`src/rtl/axi_slave_reg_connector_pkg.sv`:
```
// Shared types for the flat-AXI to struct-AXI connector.
// Contents:
//   - default bus widths
//   - spill register state encoding
//   - AXI4 channel payload structs
//   - request/response struct pair (pulp-platform field layout)
package axi_slave_reg_connector_pkg;

  localparam int unsigned DATA_W = 32;
  localparam int unsigned ADDR_W = 32;
  localparam int unsigned STRB_W = DATA_W / 8;
  localparam int unsigned ID_W   = 8;
  localparam int unsigned USER_W = 1;

  typedef enum logic [1:0] {
    SPILL_EMPTY = 2'd0,  // no beat held
    SPILL_ONE   = 2'd1,  // output slot holds a beat
    SPILL_FULL  = 2'd2   // output and overflow slots both hold beats
  } spill_state_e;

  typedef struct packed {
    logic [ID_W-1:0]   id;
    logic [ADDR_W-1:0] addr;
    logic [7:0]        len;
    logic [2:0]        size;
    logic [1:0]        burst;
    logic              lock;
    logic [3:0]        cache;
    logic [2:0]        prot;
    logic [3:0]        qos;
    logic [3:0]        region;
    logic [5:0]        atop;
    logic [USER_W-1:0] user;
  } aw_chan_t;

  typedef struct packed {
    logic [DATA_W-1:0] data;
    logic [STRB_W-1:0] strb;
    logic              last;
    logic [USER_W-1:0] user;
  } w_chan_t;

  typedef struct packed {
    logic [ID_W-1:0]   id;
    logic [1:0]        resp;
    logic [USER_W-1:0] user;
  } b_chan_t;

  typedef struct packed {
    logic [ID_W-1:0]   id;
    logic [ADDR_W-1:0] addr;
    logic [7:0]        len;
    logic [2:0]        size;
    logic [1:0]        burst;
    logic              lock;
    logic [3:0]        cache;
    logic [2:0]        prot;
    logic [3:0]        qos;
    logic [3:0]        region;
    logic [USER_W-1:0] user;
  } ar_chan_t;

  typedef struct packed {
    logic [ID_W-1:0]   id;
    logic [DATA_W-1:0] data;
    logic [1:0]        resp;
    logic              last;
    logic [USER_W-1:0] user;
  } r_chan_t;

  typedef struct packed {
    aw_chan_t aw;
    logic     aw_valid;
    w_chan_t  w;
    logic     w_valid;
    logic     b_ready;
    ar_chan_t ar;
    logic     ar_valid;
    logic     r_ready;
  } req_t;

  typedef struct packed {
    logic     aw_ready;
    logic     ar_ready;
    logic     w_ready;
    logic     b_valid;
    b_chan_t  b;
    logic     r_valid;
    r_chan_t  r;
  } rsp_t;

endpackage

```
`src/rtl/axi_slave_reg_connector_spill.sv`:
```
// Two-slot spill register for one AXI channel.
// Ports:
//   clk_i, rst_ni        clock, asynchronous active-low reset
//   valid_i/ready_o      input-side handshake, data_i payload
//   valid_o/ready_i      output-side handshake, data_o payload
// BYPASS=1 turns the channel into plain wires.
module axi_spill_reg
  import axi_slave_reg_connector_pkg::*;
#(
  parameter bit  BYPASS = 1'b0,
  parameter type data_t = logic
) (
  input  logic  clk_i,
  input  logic  rst_ni,
  input  logic  valid_i,
  output logic  ready_o,
  input  data_t data_i,
  output logic  valid_o,
  input  logic  ready_i,
  output data_t data_o
);

  generate
    if (BYPASS) begin : g_bypass
      logic unused_clk;
      assign unused_clk = clk_i ^ rst_ni;
      assign valid_o    = valid_i;
      assign ready_o    = ready_i;
      assign data_o     = data_i;
    end else begin : g_spill
      spill_state_e state;
      data_t        a_data;  // output slot
      data_t        b_data;  // overflow slot
      logic         push;
      logic         pop;

      // Both handshake flags decode the state register only, so neither
      // side sees a combinational path from the other side's ready.
      assign ready_o = (state != SPILL_FULL);
      assign valid_o = (state != SPILL_EMPTY);
      assign data_o  = a_data;
      assign push    = valid_i & ready_o;
      assign pop     = valid_o & ready_i;

      always_ff @(posedge clk_i or negedge rst_ni) begin
        if (!rst_ni) begin
          state  <= SPILL_EMPTY;
          a_data <= '0;
          b_data <= '0;
        end else begin
          case (state)
            SPILL_EMPTY: begin
              if (push) begin
                a_data <= data_i;
                state  <= SPILL_ONE;
              end
            end
            SPILL_ONE: begin
              // A draining in the same cycle frees it for the new beat.
              if (push && pop) begin
                a_data <= data_i;
              end else if (push) begin
                b_data <= data_i;
                state  <= SPILL_FULL;
              end else if (pop) begin
                state  <= SPILL_EMPTY;
              end
            end
            SPILL_FULL: begin
              if (pop) begin
                a_data <= b_data;
                state  <= SPILL_ONE;
              end
            end
            default: state <= SPILL_EMPTY;
          endcase
        end
      end
    end
  endgenerate

endmodule

```
`src/rtl/axi_slave_reg_connector.sv`:
```
// Flat AXI4 slave port to (axi_req_t, axi_rsp_t) struct pair.
// Ports:
//   clk_i, rst_ni          clock, asynchronous active-low reset
//   s_axi_aw*/w*/ar*       flat request channels from the external master
//   s_axi_b*/r*            flat response channels to the external master
//   axi_req_o              request struct toward the downstream slave
//   axi_rsp_i              response struct from the downstream slave
// Each channel is cut by its own spill register.
module axi_slave_reg_connector
  import axi_slave_reg_connector_pkg::*;
#(
  parameter int unsigned DATA_WIDTH   = DATA_W,
  parameter int unsigned ADDR_WIDTH   = ADDR_W,
  parameter int unsigned STRB_WIDTH   = DATA_WIDTH / 8,
  parameter int unsigned ID_WIDTH     = ID_W,
  parameter int unsigned AWUSER_WIDTH = USER_W,
  parameter int unsigned WUSER_WIDTH  = USER_W,
  parameter int unsigned BUSER_WIDTH  = USER_W,
  parameter int unsigned ARUSER_WIDTH = USER_W,
  parameter int unsigned RUSER_WIDTH  = USER_W,
  parameter bit          BYPASS       = 1'b0,
  parameter type         axi_req_t    = req_t,
  parameter type         axi_rsp_t    = rsp_t
) (
  input  logic                    clk_i,
  input  logic                    rst_ni,
  input  logic [ID_WIDTH-1:0]     s_axi_awid,
  input  logic [ADDR_WIDTH-1:0]   s_axi_awaddr,
  input  logic [7:0]              s_axi_awlen,
  input  logic [2:0]              s_axi_awsize,
  input  logic [1:0]              s_axi_awburst,
  input  logic                    s_axi_awlock,
  input  logic [3:0]              s_axi_awcache,
  input  logic [2:0]              s_axi_awprot,
  input  logic [3:0]              s_axi_awqos,
  input  logic [3:0]              s_axi_awregion,
  input  logic [AWUSER_WIDTH-1:0] s_axi_awuser,
  input  logic                    s_axi_awvalid,
  output logic                    s_axi_awready,
  input  logic [DATA_WIDTH-1:0]   s_axi_wdata,
  input  logic [STRB_WIDTH-1:0]   s_axi_wstrb,
  input  logic                    s_axi_wlast,
  input  logic [WUSER_WIDTH-1:0]  s_axi_wuser,
  input  logic                    s_axi_wvalid,
  output logic                    s_axi_wready,
  output logic [ID_WIDTH-1:0]     s_axi_bid,
  output logic [1:0]              s_axi_bresp,
  output logic [BUSER_WIDTH-1:0]  s_axi_buser,
  output logic                    s_axi_bvalid,
  input  logic                    s_axi_bready,
  input  logic [ID_WIDTH-1:0]     s_axi_arid,
  input  logic [ADDR_WIDTH-1:0]   s_axi_araddr,
  input  logic [7:0]              s_axi_arlen,
  input  logic [2:0]              s_axi_arsize,
  input  logic [1:0]              s_axi_arburst,
  input  logic                    s_axi_arlock,
  input  logic [3:0]              s_axi_arcache,
  input  logic [2:0]              s_axi_arprot,
  input  logic [3:0]              s_axi_arqos,
  input  logic [3:0]              s_axi_arregion,
  input  logic [ARUSER_WIDTH-1:0] s_axi_aruser,
  input  logic                    s_axi_arvalid,
  output logic                    s_axi_arready,
  output logic [ID_WIDTH-1:0]     s_axi_rid,
  output logic [DATA_WIDTH-1:0]   s_axi_rdata,
  output logic [1:0]              s_axi_rresp,
  output logic                    s_axi_rlast,
  output logic [RUSER_WIDTH-1:0]  s_axi_ruser,
  output logic                    s_axi_rvalid,
  input  logic                    s_axi_rready,
  output axi_req_t                axi_req_o,
  input  axi_rsp_t                axi_rsp_i
);

  aw_chan_t aw_in, aw_out;
  w_chan_t  w_in, w_out;
  ar_chan_t ar_in, ar_out;
  b_chan_t  b_out;
  r_chan_t  r_out;
  logic     aw_valid, w_valid, ar_valid, b_ready, r_ready;

  always_comb begin
    // atop stays zero: the flat port has no atomic operations.
    aw_in        = '0;
    aw_in.id     = s_axi_awid;
    aw_in.addr   = s_axi_awaddr;
    aw_in.len    = s_axi_awlen;
    aw_in.size   = s_axi_awsize;
    aw_in.burst  = s_axi_awburst;
    aw_in.lock   = s_axi_awlock;
    aw_in.cache  = s_axi_awcache;
    aw_in.prot   = s_axi_awprot;
    aw_in.qos    = s_axi_awqos;
    aw_in.region = s_axi_awregion;
    aw_in.user   = s_axi_awuser;
    w_in.data    = s_axi_wdata;
    w_in.strb    = s_axi_wstrb;
    w_in.last    = s_axi_wlast;
    w_in.user    = s_axi_wuser;
    ar_in.id     = s_axi_arid;
    ar_in.addr   = s_axi_araddr;
    ar_in.len    = s_axi_arlen;
    ar_in.size   = s_axi_arsize;
    ar_in.burst  = s_axi_arburst;
    ar_in.lock   = s_axi_arlock;
    ar_in.cache  = s_axi_arcache;
    ar_in.prot   = s_axi_arprot;
    ar_in.qos    = s_axi_arqos;
    ar_in.region = s_axi_arregion;
    ar_in.user   = s_axi_aruser;
  end

  axi_spill_reg #(.BYPASS(BYPASS), .data_t(aw_chan_t)) i_aw_spill (
    .clk_i(clk_i), .rst_ni(rst_ni),
    .valid_i(s_axi_awvalid), .ready_o(s_axi_awready), .data_i(aw_in),
    .valid_o(aw_valid), .ready_i(axi_rsp_i.aw_ready), .data_o(aw_out)
  );

  axi_spill_reg #(.BYPASS(BYPASS), .data_t(w_chan_t)) i_w_spill (
    .clk_i(clk_i), .rst_ni(rst_ni),
    .valid_i(s_axi_wvalid), .ready_o(s_axi_wready), .data_i(w_in),
    .valid_o(w_valid), .ready_i(axi_rsp_i.w_ready), .data_o(w_out)
  );

  axi_spill_reg #(.BYPASS(BYPASS), .data_t(ar_chan_t)) i_ar_spill (
    .clk_i(clk_i), .rst_ni(rst_ni),
    .valid_i(s_axi_arvalid), .ready_o(s_axi_arready), .data_i(ar_in),
    .valid_o(ar_valid), .ready_i(axi_rsp_i.ar_ready), .data_o(ar_out)
  );

  axi_spill_reg #(.BYPASS(BYPASS), .data_t(b_chan_t)) i_b_spill (
    .clk_i(clk_i), .rst_ni(rst_ni),
    .valid_i(axi_rsp_i.b_valid), .ready_o(b_ready), .data_i(axi_rsp_i.b),
    .valid_o(s_axi_bvalid), .ready_i(s_axi_bready), .data_o(b_out)
  );

  axi_spill_reg #(.BYPASS(BYPASS), .data_t(r_chan_t)) i_r_spill (
    .clk_i(clk_i), .rst_ni(rst_ni),
    .valid_i(axi_rsp_i.r_valid), .ready_o(r_ready), .data_i(axi_rsp_i.r),
    .valid_o(s_axi_rvalid), .ready_i(s_axi_rready), .data_o(r_out)
  );

  always_comb begin
    axi_req_o          = '0;
    axi_req_o.aw       = aw_out;
    axi_req_o.aw_valid = aw_valid;
    axi_req_o.w        = w_out;
    axi_req_o.w_valid  = w_valid;
    axi_req_o.b_ready  = b_ready;
    axi_req_o.ar       = ar_out;
    axi_req_o.ar_valid = ar_valid;
    axi_req_o.r_ready  = r_ready;
  end

  assign s_axi_bid   = b_out.id;
  assign s_axi_bresp = b_out.resp;
  assign s_axi_buser = b_out.user;
  assign s_axi_rid   = r_out.id;
  assign s_axi_rdata = r_out.data;
  assign s_axi_rresp = r_out.resp;
  assign s_axi_rlast = r_out.last;
  assign s_axi_ruser = r_out.user;

endmodule
```
`config.mk`:
```
export PLATFORM = sky130hd
export DESIGN_NAME = axi_slave_reg_connector
export DESIGN_NICKNAME = d
export VERILOG_FILES = /design/src/rtl/axi_slave_reg_connector_pkg.sv /design/src/rtl/axi_slave_reg_connector_spill.sv /design/src/rtl/axi_slave_reg_connector.sv
export SDC_FILE = /design/constraint.sdc
export NUM_CORES = 1
export LEC_CHECK = 0
export ABC_AREA = 1
export CORE_UTILIZATION = 55
export DETAILED_ROUTE_END_ITERATION = 6
export PLACE_DENSITY = 0.85
export SLEW_MARGIN = 25
export SYNTH_ARGS = -nofsm -noshare
export SYNTH_HDL_FRONTEND = slang
export SYNTH_HIERARCHICAL = 1
export SYNTH_SLANG_ARGS = --single-unit
```
`constraint.sdc`:
```
create_clock -name clk_i -period 2.35 [get_ports clk_i]
set_input_delay 0.235 -clock clk_i [delete_from_list [all_inputs] [get_ports clk_i]]
set_output_delay 0.235 -clock clk_i [all_outputs]
set_load 0.02 [all_outputs]
```
==> run summary <==
The flow ran to the end, and the final reports show no timing, DRC or antenna violations. In this run switching power makes up 38.58% of total power. The number of pins with negative max-slew slack in the final report was 0; the post-synthesis sequential area ratio was 53.89%. The clock drives 488 sinks. The final layout contains 3598 nets. For this design the total switching power over the nets is 14010 uW. Derived from the worst setup path, the maximum achievable clock frequency is 439.5 MHz. The count of mapped cells out of synthesis was 2937; the number of clock buffers inserted by TritonCTS was 49. The final layout contains routed wiring with a total length of 68570 um.

The most common cell after layout, fill and taps aside is nand2_1. By area the synthesized netlist is led by dfrtp_1 54%, nand2_1 20%, nand3_1 11%. The total internal power came out at 22300 uW.

The critical path is of the reg -> out type. The top cell type by area accounts for 53.89% of the synthesized area. TritonCTS built the clock tree.

The first-pass GRT wire length was 108900 um; the pin count of the biggest net entering global routing was 127. The number of global-route vias before repair is 20920, and the setup TNS after final layout is 0 ps. The arrival time at the worst endpoint is 2040 ps. Between clock sinks in the finished design, the worst skew comes to 17.45 ps. Setup violations remaining at the end of the flow were counted as 0. The area added between synthesis and finish came out at 30.19%. The clock latency at the later pin of the worst-skew pair is 570 ps, and the total power density per cell area is 1231 nW/um2. The Yosys step of the flow raised 6 warnings.

For the met3 layer wire length in the routed design, the log shows 6297 um. The measured slew at the worst slew-check pin came out at 856.9 ps. The uppermost metal layer occupied by signal nets was met5.

In the layout the commonest cells are 1224 x nand2_1, 492 x clkdlybuf4s50_1, 486 x nand3_1. After detailed routing, the met2 layer carries 32360 um of wire. The final standard cell count with taps included and fillers excluded was 3919. The run gives 3826 as the count of placed standard cells including taps.

In this run the clock root is driven by a clkbuf_16. Across the run, the number of max-cap violations was 0. The worst path uses 96.83% of the clock period. Routability-driven placement finished with a final weighted congestion of 0.8999. The relative contribution of the clock network to total power is 20.3%. 494 I/O pins were placed. The total grt overflow was 0.

In the routed layout, each cell is associated on average with a via count of 5.536. In the routed design, unresolved DRC markers number 0. Averaged over all synthesized cells, the footprint is 7.716 um2.

The endpoint kind of the worst setup timing path was an output port. Summing every instance area after synthesis gives 22660 um2. In this run the worst hold path is classified as in -> async. dfrtp_1 takes more of the synthesized area than any other cell.

The count of buffers added on input and output ports is 493. The floorplan step defined a die boundary enclosing 42020 um2. The logs give 21 for the number of distinct library cells after synthesis and 45810 um for the detailed-placement wirelength estimate. Detailed-router iteration count before antenna repair: 6.

In the global route stage, overall resource usage came out at 32.58%. Number of setup buffers added after CTS: 0. The tools report the total number of H-tree levels as 2. The die is 205.0 um tall.

The worst-case clock buffer depth is 3, and the relative max-transition margin is 42.87%. Setup repair after global routing left no endpoint under its margin. The analysis attributes to cell leakage a power of 0.01564 uW. Combinational logic burns 39.4% of the power.

The tools report the starting utilization of the core area as 56.39%. The die is 205.0 um wide. The region available for standard cell placement spans 40190 um2. The post-route netlist has 4.843% of its cells at a drive strength greater than 1. The run gives 73 as the number of cell rows.

The number of antenna violations at the first check in global routing was 12; the part of the total power dissipated in sequential elements was 40.2%. The clock edge transition at the registers on the reported setup and hold paths was 60 ps; the starting DRC count in detailed routing was 2001. Startpoint kind of the worst setup timing path: a flop. The tools report the maximum ir drop on the vdd rail as 0.8215 mV. At the worst endpoint, the required time is 2120 ps. Total of flip-flops plus latches after synthesis: 488. The routed via count is 21700, and the number of hold violations in the final report is 0. The worst path in the final design needs a cycle of 2276 ps, including I/O delays and setup. For this block, wires on met1 add up to 26090 um. The count of nets left with antenna violations once routing finished came out at 0. In the final routed layout, each cell accounts on average for 17.50 um. In this run the worst path has a maximum fanout of 26.
==> cell type report <==
class | count | area (um2)
Sequential cell | 488 | 12220
Antenna cell | 8 | 20.02
Clock inverter | 7 | 35.03
Timing Repair Buffer | 557 | 5602
Fill cell | 2919 | 10690
Clock buffer | 77 | 1461
Multi-Input combinational cell | 1992 | 8513
Tap cell | 525 | 656.9
Inverter | 265 | 999.7
==> logic make-up after synthesis <==
| kind of cell | after synthesis | synth area share [%] |
|---|---|---|
| and+or+nand+nor | 1732 | 31.72 |
| DFF | 488 | 53.89 |
| buffers and inverters | 468 | 8.851 |
| AOI/OAI and AO/OA | 248 | 5.521 |
| other | 1 | 0.01655 |
==> metal layers <==
layer / GRT usage, % / vias up
met5: 0 / -
met3: 7.206 / 222
met2: 51.81 / 1098
met4: 17.49 / 6
met1: 41.61 / 10350
li1: - / 10020
==> synthesized netlist by cell type (all sizes together) <==
master and number:
o211ai 4, dfrtp 488, o21ai 240, nand3 486
inv 265, nand4 5, buf 137, clkbuf 66
a21oi 4, nand2 1240, conb 1, nor2 1
==> per-stage QoR <==
step / instance area, um2 / util, % / hold slack [ps] / total power [uW] / worst slack (ps)
detailed placement: 27960 / 69.57 / 156.9 / 28800 / 349.4
global placement: 27960 / 69.57 / 159.0 / 28240 / 417.6
global route: 29500 / 73.40 / 169.9 / 38410 / 2.040
CTS: 29470 / 73.33 / 146.2 / 36370 / 3.110
finish: 29500 / 73.41 / 153.6 / 36320 / 74.49
floorplan: 22700 / - / -60.59 / 21930 / 1002
==> worst paths after layout <==
check	startpoint	to	cells past startpoint	slack (ps)
min in group clk_i	s_axi_awuser	i_aw_spill/g_spill.b_data[0]	3	240
setup / recovery	i_ar_spill/g_spill.state[0]	axi_req_o[1]	3	70
setup reg to reg	i_w_spill/g_spill.state[0]	i_w_spill/data_o[2]	8	360
hold / removal	rst_ni	i_ar_spill/g_spill.b_data[42]	2	150
hold reg to reg	i_b_spill/data_o[1]	i_b_spill/data_o[1]	2	470
max in group asynchronous	rst_ni	i_aw_spill/data_o[40]	4	1260
==> critical path, cell delays in order (launching register included) <==
cell             delay (ps)
dfrtp_1                 430
inv_4                   260
nand2_1                 160
clkdlybuf4s50_1         620
==> registers in the layout (all words and copies together) (netlist names) <==
register / count
i_r_spill/data_o: 44
i_w_spill/g_spill.state: 2
i_ar_spill/g_spill.state: 2
i_b_spill/g_spill.b_data: 11
i_aw_spill/g_spill.state: 2
i_b_spill/data_o: 11
i_w_spill/g_spill.b_data: 38
i_w_spill/data_o: 38
i_aw_spill/data_o: 76
i_ar_spill/data_o: 70
i_ar_spill/g_spill.b_data: 70
i_aw_spill/g_spill.b_data: 76
i_b_spill/g_spill.state: 2
i_r_spill/g_spill.b_data: 44
i_r_spill/g_spill.state: 2
==> power by group through the flow <==
| stage | Combinational [uW] | Sequential, uW | Clock, uW |
|---|---|---|---|
| 4_1_cts | 14300 | 14500 | 7510 |
| 3_3_place_gp | 13800 | 14500 | 0 |
| 2_1_floorplan | 5620 | 16300 | 0 |
| 3_5_place_dp | 14200 | 14600 | 0 |
| 5_1_grt | 15600 | 15000 | 7840 |
| 6_report | 14300 | 14600 | 7390 |
==> timing repair <==
action,4_1_cts,5_1_grt
resized for setup,3,4
hold endpoints to repair,275,0
setup endpoints to repair,3,3
hold buffers,1,0
pin swaps,0,0
No activity file was read; power rests on OpenSTA's default activity.
